### config.mk
export PLATFORM = sky130hd
export DESIGN_NAME = present_cbc_ctrl
export DESIGN_NICKNAME = d
export VERILOG_FILES = /design/src/rtl/present_cbc_ctrl.sv
export SDC_FILE = /design/constraint.sdc
export NUM_CORES = 1
export LEC_CHECK = 0
export BUFFER_PORTS_ARGS = -buffer_cell sky130_fd_sc_hd__buf_2
export CAP_MARGIN = 20
export CORE_AREA = 2 2 193 195
export CTS_CLUSTER_SIZE = 10
export DETAILED_ROUTE_END_ITERATION = 12
export DIE_AREA = 0 0 195 197
export PLACE_DENSITY_LB_ADDON = 0.05
export SLEW_MARGIN = 10
export SYNTH_ARGS = -nofsm -noshare
export SYNTH_HDL_FRONTEND = slang
export SYNTH_SLANG_ARGS = --single-unit
export TNS_END_PERCENT = 20
### constraint.sdc
create_clock -name clk -period 2.7 [get_ports clk]
set_clock_uncertainty 0.2 [all_clocks]
set_input_delay 0.135 -clock clk [delete_from_list [all_inputs] [get_ports clk]]
set_output_delay 0.135 -clock clk [all_outputs]
set_load 0.01 [all_outputs]
### src/rtl/present_cbc_ctrl.sv
// present_cbc_ctrl: block-chaining controller in front of a PRESENT-80 core.
// Accepts 64-bit blocks, hands them to the core with a one-cycle load
// pulse, waits for core_done (bounded by TIMEOUT_CYCLES) and returns the
// result on a valid/ready output port. All outputs are registered.
//
// Build option: define PRESENT_CBC_EN for CBC chaining (iv, chain register
// and saved ciphertext). Without it the block runs in ECB mode and iv is
// not used.
//
// state | meaning
// ------+--------------------------------------------------------------
// IDLE  | s_ready high, waiting for an input block
// LOAD  | core inputs registered, core_load pulsed for this one cycle
// WAIT  | waiting for core_done, counting towards the timeout
// OUT   | m_valid high, result held until m_ready
module present_cbc_ctrl #(
  parameter int TIMEOUT_CYCLES = 255
) (
  input  logic        clk,
  input  logic        iReset,
  input  logic        s_valid,
  output logic        s_ready,
  input  logic [63:0] s_data,
  input  logic        s_last,
  input  logic [79:0] key,
  input  logic [63:0] iv,
  input  logic        mode,
  output logic        m_valid,
  input  logic        m_ready,
  output logic [63:0] m_data,
  output logic        m_last,
  output logic [63:0] core_idat,
  output logic [79:0] core_key,
  output logic        core_load,
  output logic        core_control,
  input  logic [63:0] core_odat,
  input  logic        core_done,
  output logic        err
);

  localparam int CW = (TIMEOUT_CYCLES > 1) ? $clog2(TIMEOUT_CYCLES) : 1;
  localparam logic [CW-1:0] CNT_LAST = CW'(TIMEOUT_CYCLES - 1);

  typedef enum logic [1:0] {
    ST_IDLE = 2'd0,
    ST_LOAD = 2'd1,
    ST_WAIT = 2'd2,
    ST_OUT  = 2'd3
  } state_t;

  state_t          state_q, state_d;
  logic [CW-1:0]   cnt_q, cnt_d;
  logic            s_ready_q, s_ready_d;
  logic            m_valid_q, m_valid_d;
  logic [63:0]     m_data_q, m_data_d;
  logic            m_last_q, m_last_d;
  logic            core_load_q, core_load_d;
  logic [63:0]     core_idat_q, core_idat_d;
  logic [79:0]     core_key_q, core_key_d;
  logic            core_control_q, core_control_d;
  logic            err_q, err_d;
  logic            first_q, first_d;
  logic            last_q, last_d;
  logic            mode_eff;

`ifdef PRESENT_CBC_EN
  logic [63:0]     chain_q, chain_d;
  logic [63:0]     saved_q, saved_d;
  logic [63:0]     chain_eff;
`else
  logic            unused_iv;
  assign unused_iv = ^iv;
`endif

  // Next-state and registered-output logic; key/mode/iv only matter on the first block of a chain.
  always_comb begin
    state_d        = state_q;
    cnt_d          = cnt_q;
    s_ready_d      = s_ready_q;
    m_valid_d      = m_valid_q;
    m_data_d       = m_data_q;
    m_last_d       = m_last_q;
    core_load_d    = 1'b0;
    core_idat_d    = core_idat_q;
    core_key_d     = core_key_q;
    core_control_d = core_control_q;
    err_d          = err_q;
    first_d        = first_q;
    last_d         = last_q;
    mode_eff       = first_q ? mode : core_control_q;
`ifdef PRESENT_CBC_EN
    chain_d        = chain_q;
    saved_d        = saved_q;
    chain_eff      = first_q ? iv : chain_q;
`endif

    case (state_q)
      ST_IDLE: begin
        if (s_valid && s_ready_q) begin
          state_d        = ST_LOAD;
          s_ready_d      = 1'b0;
          core_load_d    = 1'b1;
          core_key_d     = first_q ? key : core_key_q;
          core_control_d = mode_eff;
          last_d         = s_last;
          first_d        = s_last;
`ifdef PRESENT_CBC_EN
          chain_d        = chain_eff;
          saved_d        = s_data;
          core_idat_d    = mode_eff ? s_data : (s_data ^ chain_eff);
`else
          core_idat_d    = s_data;
`endif
        end else begin
          s_ready_d = 1'b1;
        end
      end

      ST_LOAD: begin
        state_d = ST_WAIT;
        cnt_d   = '0;
      end

      ST_WAIT: begin
        if (core_done) begin
          state_d   = ST_OUT;
          m_valid_d = 1'b1;
          m_last_d  = last_q;
`ifdef PRESENT_CBC_EN
          if (!core_control_q) begin
            m_data_d = core_odat;
            chain_d  = core_odat;
          end else begin
            m_data_d = core_odat ^ chain_q;
            chain_d  = saved_q;
          end
`else
          m_data_d  = core_odat;
`endif
        end else if (cnt_q == CNT_LAST) begin
          // Abandon the chain: the next block restarts from iv with fresh key/mode.
          state_d   = ST_IDLE;
          s_ready_d = 1'b1;
          err_d     = 1'b1;
          first_d   = 1'b1;
        end else begin
          cnt_d = cnt_q + CW'(1);
        end
      end

      ST_OUT: begin
        if (m_ready) begin
          state_d   = ST_IDLE;
          m_valid_d = 1'b0;
          s_ready_d = 1'b1;
        end
      end

      default: begin
        state_d = ST_IDLE;
      end
    endcase
  end

  // State and output registers; synchronous reset leaves s_ready low for one cycle.
  always_ff @(posedge clk) begin
    if (iReset) begin
      state_q        <= ST_IDLE;
      cnt_q          <= '0;
      s_ready_q      <= 1'b0;
      m_valid_q      <= 1'b0;
      m_data_q       <= '0;
      m_last_q       <= 1'b0;
      core_load_q    <= 1'b0;
      core_idat_q    <= '0;
      core_key_q     <= '0;
      core_control_q <= 1'b0;
      err_q          <= 1'b0;
      first_q        <= 1'b1;
      last_q         <= 1'b0;
`ifdef PRESENT_CBC_EN
      chain_q        <= '0;
      saved_q        <= '0;
`endif
    end else begin
      state_q        <= state_d;
      cnt_q          <= cnt_d;
      s_ready_q      <= s_ready_d;
      m_valid_q      <= m_valid_d;
      m_data_q       <= m_data_d;
      m_last_q       <= m_last_d;
      core_load_q    <= core_load_d;
      core_idat_q    <= core_idat_d;
      core_key_q     <= core_key_d;
      core_control_q <= core_control_d;
      err_q          <= err_d;
      first_q        <= first_d;
      last_q         <= last_d;
`ifdef PRESENT_CBC_EN
      chain_q        <= chain_d;
      saved_q        <= saved_d;
`endif
    end
  end

  assign s_ready      = s_ready_q;
  assign m_valid      = m_valid_q;
  assign m_data       = m_data_q;
  assign m_last       = m_last_q;
  assign core_load    = core_load_q;
  assign core_idat    = core_idat_q;
  assign core_key     = core_key_q;
  assign core_control = core_control_q;
  assign err          = err_q;

endmodule

==> impl_metrics.toml, run 1 <==
[floorplan]
floorplan.io_pins = 493
floorplan.rows = 70
floorplan.core_area_um2 = 36300
initial_core_util_pct = 22.2
dieWidth_um = 195
dieHeight_um = 197
design.die.area_um2 = 38400

[sta]
slew_viol_final = 0
peak_clock_frequency_supported_by_timing_mhz = 394
least_margin_pin_slew_ns = 0.735
setup_violations = 0
fin_crit_sh_pct = 94.0
rsz_0062_raised_after_global_routing = "yes"
slew_headroom_pct = 51.0
fin_setup_tns_ns = 0
hold_viol_final = 0
hold-worst-slack_ns = 0.162
min_tclk_post_route_ns = 2.54

[min_path]
hold_depth = 4
hp_class = "primary input to flop"
worst_min_path_start = "s_data[25]"

[cts]
clk_path_buf_depth = 3
root_buffer = "sky130_fd_sc_hd__clkbuf_16"
clkTransAtPathRegs_ns = 0.06
insertion_delay_ns = 0.54
numCtsBuffers = 29
cts_max_level = 1
tritoncts = "built"
clock-sinks = 226
post_cts_buffers = 0

[cells_and_area]
layout.area.seq_um2 = 4520
num_antenna_cells = 0
layout.filler_cells = 3877
multi_input_logic_area_um2 = 3200
final-instance-count-excl-fill = 2165
final_instance_area_um2 = 14300
finish.net_count = 1964
drive_above_1_share_pct = 29.4
areaGrowthSynthToFinish_pct = 77.0

[placed_design]
routability_congestion = 0.711
post_dp_cell_area_um2 = 10700
portBuffers = 428
detailedPlacementHpwl_mm = 20.2
place.detailed.instances = 1853

[yosys]
synth_enable_flop_cells = 0
synth_nets = 1300
synth_sequential_area_ratio_pct = 56.2
ys_dominant_reg_cell = "sky130_fd_sc_hd__dfxtp_1"
syn-mean-instance-area_um2 = 7.94
synthesis.area_um2 = 8060
ys_warn_count = 0
fraction_of_registers_with_async_set_reset_pct = 0
netlist_instances = 1015
ys_types = 37
ys_seq_elements = 226
synth.largest_area_cell = "sky130_fd_sc_hd__dfxtp_1"
synth.top_cell.area_share_pct = 56.2
netlist_top_cells_area = "sky130_fd_sc_hd__dfxtp_1 56%, sky130_fd_sc_hd__nand2_1 20%, sky130_fd_sc_hd__a21oi_1 13%, sky130_fd_sc_hd__clkbuf_1 1.9%, sky130_fd_sc_hd__buf_2 1.4%"

[setup_path]
reg2regPathDepth = 8
critical_path.startpoint = "state_q[0]"
timing.critical_path.from_type = "flop"
critical_path.reg2reg.startpoint = "state_q[0]"
critPathCaptureType = "flop"
kind_of_critical_path = "flop to flop"
critical_path_required_ns = 2.98
critPathMaxFanout = 21
cp_data_arrival_time_ns = 2.82

[power]
p_switching_mw = 3.16
power.leakage_nw = 6.41
power.clock.fraction_pct = 35.9
swShare_pct = 30.7
share_comb_of_total_power_pct = 25.7
p_seq_share_pct = 38.4
p_int_mw = 7.12
power_density_nw_per_um2 = 721
max-vdd-ir-drop_v = 0.000447
fin_total_pwr_mw = 10.3

[route]
initialDrtViolationCount = 269
route.detailed.drc = 0
routed_wire_length_per_instance_um = 14.8
drtAntennaViolNets = 0
number_of_iterations_in_the_first_detailed_routing_pass = 5
wl_mm = 32.0
route.detailed.vias_per_inst = 4.17
routed-via-count = 9026

[job]
maxCapViolCount = 0

[global_route]
grt_antenna_before_repair = 0
grt_remaining_overflow = 0
maximum_number_of_pins_on_one_net_before_global_route_repair = 94
grt_first_pass_wirelength_mm = 49.1
grt_use_total_pct = 15.7
grt_pass1_vias = 8925

[outcome]
run_status = "complete, no violations"
[power by group through the flow]
stage                     logic [mW]  registers (mW)  clock network, mW
after floorplan                 1.09            4.20                  0
after global placement          2.30            4.00                  0
after detailed placement        2.29            4.02                  0
after CTS                       2.61            3.95               3.84
after global routing            2.94            4.00               3.99
final                           2.64            3.95               3.69
[layout by cell type (no fill, tap or decap), drive strengths merged, types with 6 or more instances in the layout]
cell and n:
buf 442, nand2 430, dlygate4sd3 261, dfxtp 226
a21oi 217, clkbuf 46, nor2 10, ha 6
inv 6
[final timing paths]
check | end | slack, ns
setup reg to reg | core_key[12] | 0.16
setup / recovery | core_key[12] | 0.16
hold / removal | core_idat[25] | 0.16
hold reg to reg | m_data[20] | 0.25
[layout make-up]
class                      instances  share of cell area [%]
sequential                       226                    31.7
timing repair buffer             705                    35.3
inverter                           5                   0.132
multi-input combinational        712                    22.4
tap                              468                    4.11
clock inverter                     5                   0.377
clock buffer                      44                    5.91
[per-layer routing]
| layer | track usage, % | wire (um) | share of wire [%] |
|---|---|---|---|
| met1 | 19.5 | 14200 | 45 |
| met2 | 26.4 | 14500 | 45 |
| met3 | 5.03 | 2600 | 8.1 |
| met4 | 3.87 | 566 | 1.8 |
| met5 | 0 | 0 | 0 |
[stage by stage]
stage	utilization, %	setup WS, ns
6_report	39.3	0.163
5_1_grt	39.3	-0.0244
4_1_cts	39.2	0.0321
3_5_place_dp	29.5	0.459
3_3_place_gp	29.5	0.507
2_1_floorplan	-	0.842
[registers in the layout, summed over array words and instances (netlist names), 2 cells and up]
| register | cells |
|---|---|
| core_idat | 64 |
| state_q | 2 |
| core_key | 80 |
| m_data | 64 |
| cnt_q | 8 |
[critical path: stages, from the launching register on]
cell and delay, ns:
sky130_fd_sc_hd__dfxtp_1 0.40, sky130_fd_sc_hd__inv_1 0.09, sky130_fd_sc_hd__ha_1 0.28, sky130_fd_sc_hd__and3_2 0.26, sky130_fd_sc_hd__nand2_2 0.22, sky130_fd_sc_hd__buf_16 0.21, sky130_fd_sc_hd__nand2_1 0.07, sky130_fd_sc_hd__a21oi_1 0.16
sky130_fd_sc_hd__dlygate4sd3_1 0.57
[cells by family (layout without fill, tap and decap cells)]
logic type	Yosys count	in the layout	synth area share, %
flip-flops	226	226	56.2
buffers and inverters	77	759	4.35
adder cells (fa/ha/maj)	6	6	0.932
AO/OA/AOI/OAI	230	230	14.9
multiplexers	4	4	0.575
AND/OR/NAND/NOR	472	472	23.1
[what timing repair did]
action | 4_1_cts | 5_1_grt
endpoints found under the hold margin | 223 | 0
endpoints found under the setup margin | 0 | 31
resized for setup | 0 | 3
hold buffers | 261 | 0
[synth_stat cells (2+ instances only)]
| cell | count |
|---|---|
| sky130_fd_sc_hd__nand2_1 | 430 |
| sky130_fd_sc_hd__dfxtp_1 | 226 |
| sky130_fd_sc_hd__a21oi_1 | 217 |
| sky130_fd_sc_hd__clkbuf_1 | 41 |
| sky130_fd_sc_hd__buf_2 | 22 |
| sky130_fd_sc_hd__buf_4 | 9 |
| sky130_fd_sc_hd__nor2_1 | 9 |
| sky130_fd_sc_hd__ha_1 | 6 |
| sky130_fd_sc_hd__inv_1 | 5 |
| sky130_fd_sc_hd__and3_1 | 4 |
| sky130_fd_sc_hd__nor3_1 | 4 |
| sky130_fd_sc_hd__or3_1 | 4 |
| sky130_fd_sc_hd__and2_1 | 3 |
| sky130_fd_sc_hd__nand3_1 | 3 |
| sky130_fd_sc_hd__nand4_1 | 3 |
| sky130_fd_sc_hd__nor2b_1 | 3 |
| sky130_fd_sc_hd__a31o_2 | 2 |
| sky130_fd_sc_hd__mux2i_1 | 2 |
| sky130_fd_sc_hd__nand2b_1 | 2 |
| sky130_fd_sc_hd__nor4_1 | 2 |
| sky130_fd_sc_hd__or2_2 | 2 |
(Power assumes the default switching activity.)
==> run 2, diff against run 1 <==
- CORE_AREA: 2 2 193 195 -> 2 2 191 193
- CTS_BUF_LIST: not set -> sky130_fd_sc_hd__clkbuf_4
- DIE_AREA: 0 0 195 197 -> 0 0 193 195
- clock period: 2.7 -> 2.64 ns (I/O delays scaled with it)
==> run 2 against run 1 <==
  * The flow now stops in 4_1_cts
  * Synthesized area is the same
  * Synthesized cell count is the same
==> impl_metrics.toml, run 2 <==
[yosys]
ys_seq_elements = 226
post_synth_fa_ha_maj_area_fraction_pct = 0.932
syn-mean-instance-area_um2 = 7.94
synth_enable_flop_cells = 0
synth_nets = 1300
synth_simple_gate_area_share_pct = 23.1
list_of_most_frequent_post_synthesis_cells = "430 x sky130_fd_sc_hd__nand2_1, 226 x sky130_fd_sc_hd__dfxtp_1, 217 x sky130_fd_sc_hd__a21oi_1"
netlist_instances = 1015
synth.mux.area_fraction_pct = 0.575
ys_dominant_reg_cell = "sky130_fd_sc_hd__dfxtp_1"
ys_warn_count = 0
fraction_of_registers_with_async_set_reset_pct = 0
post_synth_xor_area_fraction_pct = 0
dominant_combinational_cell_family_by_area_after_synthesis = "simple AND/OR/NAND/NOR gates"
synth.top_cell.area_share_pct = 56.2
synth_most_common_cell = "sky130_fd_sc_hd__nand2_1"
synth.largest_area_cell = "sky130_fd_sc_hd__dfxtp_1"
netlist_top_cells_area = "sky130_fd_sc_hd__dfxtp_1 56%, sky130_fd_sc_hd__nand2_1 20%, sky130_fd_sc_hd__a21oi_1 13%, sky130_fd_sc_hd__clkbuf_1 1.9%, sky130_fd_sc_hd__buf_2 1.4%"
synth_compound_area_share_pct = 14.9
ys_types = 37
synthesis.area_um2 = 8060
synth_sequential_area_ratio_pct = 56.2

[cts]
cts_hold_repair.buffers = 392
numCtsBuffers = 69
clock-sinks = 226
cts_max_level = 3
root_buffer = "sky130_fd_sc_hd__clkbuf_4"
post_cts_buffers = 0
clk_path_buf_depth = 3
cts_resized = 0

[floorplan]
dieHeight_um = 195
floorplan.rows = 69
initial_core_util_pct = 22.8
floorplan.io_pins = 493
dieWidth_um = 193

[outcome]
failed_stage = "4_1_cts"
run_status = "aborted with a tool error"
toolErrorMsg = "[ERROR RSZ-0060] Max buffer count reached."

[placed_design]
portBuffers = 428
routability_congestion = 0.736
detailedPlacementHpwl_mm = 21.0
-- run 2: cell counts after synthesis --
Identical to the previous run, type by type.
-- run 2: logic make-up after synthesis --
group,count (synthesis)
flip-flops,226
AO/OA/AOI/OAI,230
AND/OR/NAND/NOR,472
multiplexers,4
buffers and inverters,77
adder cells (fa/ha/maj),6
-- run 2: metrics by stage --
stage	util [%]	cells	cell area (um^2)	setup WS, ns
after floorplan	-	1015	8060	0.782
after global placement	30.2	1848	10700	0.435
after detailed placement	30.2	1848	10700	0.454
==> run 3, diff against run 2 <==
- CORE_AREA: 2 2 191 193 -> 2 2 190 192
- CTS_BUF_LIST: sky130_fd_sc_hd__clkbuf_4 -> not set
- CTS_CLUSTER_SIZE: 10 -> not set
- DIE_AREA: 0 0 193 195 -> 0 0 192 194
- PLACE_DENSITY_LB_ADDON: 0.05 -> 0.15
==> run 3 against run 2 <==
  * The run now ends clean
==> impl_metrics.toml, run 3 (synthesis gave the netlist of run 1 again) <==
[outcome]
run_status = "complete, no violations"

[placed_design]
place.detailed.instances = 1852
post_dp_cell_area_um2 = 10700
detailedPlacementHpwl_mm = 19.9
routability_congestion = 0.735
portBuffers = 428

[setup_path]
crit_buf_inv = 3
critPathMaxFanout = 10
kind_of_critical_path = "flop to flop"
crit_path_frequent_cell = "sky130_fd_sc_hd__dlygate4sd3_1"
critPathCaptureType = "flop"
cp_data_arrival_time_ns = 2.75
worst_path_max_delay_cell = "sky130_fd_sc_hd__dlygate4sd3_1"
critical_path_required_ns = 2.86
timing.critical_path.from_type = "flop"
path_cells = "inv_1 -> ha_1 -> a22oi_1 -> dlygate4sd3_1 -> nor2_1 -> dlygate4sd3_1"
critical_path.max_stage_delay_ns = 0.57
timing.critical_path.max_delay_family = "buffers and inverters"

[sta]
fin_crit_sh_pct = 95.9
fin_setup_tns_ns = 0
slew_viol_final = 0
peak_clock_frequency_supported_by_timing_mhz = 395
setup_violations = 0
rsz_0062_raised_after_global_routing = "no"
least_margin_pin_slew_ns = 0.527
min_tclk_post_route_ns = 2.53
slew_headroom_pct = 64.8
hold_viol_final = 0
hold-worst-slack_ns = 0.172

[floorplan]
design.die.area_um2 = 37200
initial_core_util_pct = 22.9
dieHeight_um = 194
dieWidth_um = 192
floorplan.core_area_um2 = 35200
floorplan.io_pins = 493
floorplan.rows = 69

[power]
power_density_nw_per_um2 = 736
power.leakage_nw = 6.17
max-vdd-ir-drop_v = 0.000470

[cells_and_area]
final_instance_area_um2 = 13900
most-common-layout-cells = "428 x sky130_fd_sc_hd__nand2_1, 427 x sky130_fd_sc_hd__buf_2, 230 x sky130_fd_sc_hd__dlygate4sd3_1"
drive_above_1_share_pct = 30.2
areaGrowthSynthToFinish_pct = 72.3
layout.cells.most_common = "sky130_fd_sc_hd__nand2_1"
largest_register_ffs = 80
layout.area.seq_um2 = 4520
num_antenna_cells = 0
finish.net_count = 1935
layout.filler_cells = 3673
final-instance-count-excl-fill = 2129
multi_input_logic_area_um2 = 3200
fin_util_pct = 39.4

[route]
drtAntennaViolNets = 0
routed_wire_length_per_instance_um = 13.9
routed-via-count = 8909
route.detailed.vias_per_inst = 4.18
route.detailed.drc = 0
initialDrtViolationCount = 240
wl_mm = 29.6
number_of_iterations_in_the_first_detailed_routing_pass = 4

[global_route]
grt_remaining_overflow = 0
grt_pass1_vias = 8748
grt_antenna_before_repair = 1
maximum_number_of_pins_on_one_net_before_global_route_repair = 112
grt_use_total_pct = 15.0
grt_first_pass_wirelength_mm = 45.5

[cts]
clk_path_buf_depth = 3
cts_max_level = 1
post_cts_buffers = 0
root_buffer = "sky130_fd_sc_hd__clkbuf_16"
clock-sinks = 226
numCtsBuffers = 27
clkTransAtPathRegs_ns = 0.06
tritoncts = "built"
insertion_delay_ns = 0.54

[job]
maxCapViolCount = 0

[min_path]
hp_class = "primary input to flop"
==> run 3: per-layer routing <==
layer / vias up / track usage, % / part of all wire (%)
li1: 4559 / - / -
met1: 3999 / 17.2 / 42
met2: 306 / 26.8 / 47
met3: 43 / 4.43 / 8.3
met4: 2 / 4.35 / 2.6
met5: - / 0 / 0.037
==> run 3: path summary, 6_finish.rpt <==
kind / start / to / slack (ns) / depth (start not counted)
setup / recovery: state_q[0] / m_valid / 0.11 / 6
setup reg to reg: state_q[0] / m_valid / 0.11 / 6
hold / removal: key[47] / core_key[47] / 0.17 / 4
hold reg to reg: core_idat[20] / core_idat[20] / 0.25 / 2
==> run 3: tightest hold or removal path: cells and delay by family <==
kind / cells / cell delay (ns)
AOI/OAI and AO/OA: 1 / 0.05
buffers and inverters: 2 / 0.65
and+or+nand+nor: 1 / 0.04
==> run 3: through the flow <==
step                      power, mW  worst slack, ns
final                          10.2            0.109
after CTS                      10.4            0.102
after global placement         6.45            0.368
after floorplan                5.42            0.782
after global routing           10.8          0.00164
after detailed placement       6.46            0.313
==> run 3: area by class of cell <==
class | count | area share (%)
timing repair buffer | 678 | 33.9
clock buffer | 43 | 5.95
multi-input combinational | 712 | 23.0
inverter | 5 | 0.135
sequential | 226 | 32.6
clock inverter | 4 | 0.198
tap | 461 | 4.15
==> run 3: power breakdown <==
group | switching, mW | internal, mW
registers | 0.209 | 3.83
logic | 1.46 | 1.13
clock network | 1.46 | 2.12
==> run 3: repair_timing <==
action / in CTS / in global routing
hold buffers: 230 / 0
hold endpoints to repair: 226 / 0
setup endpoints to repair: 0 / 3
gates resized for setup: 0 / 1
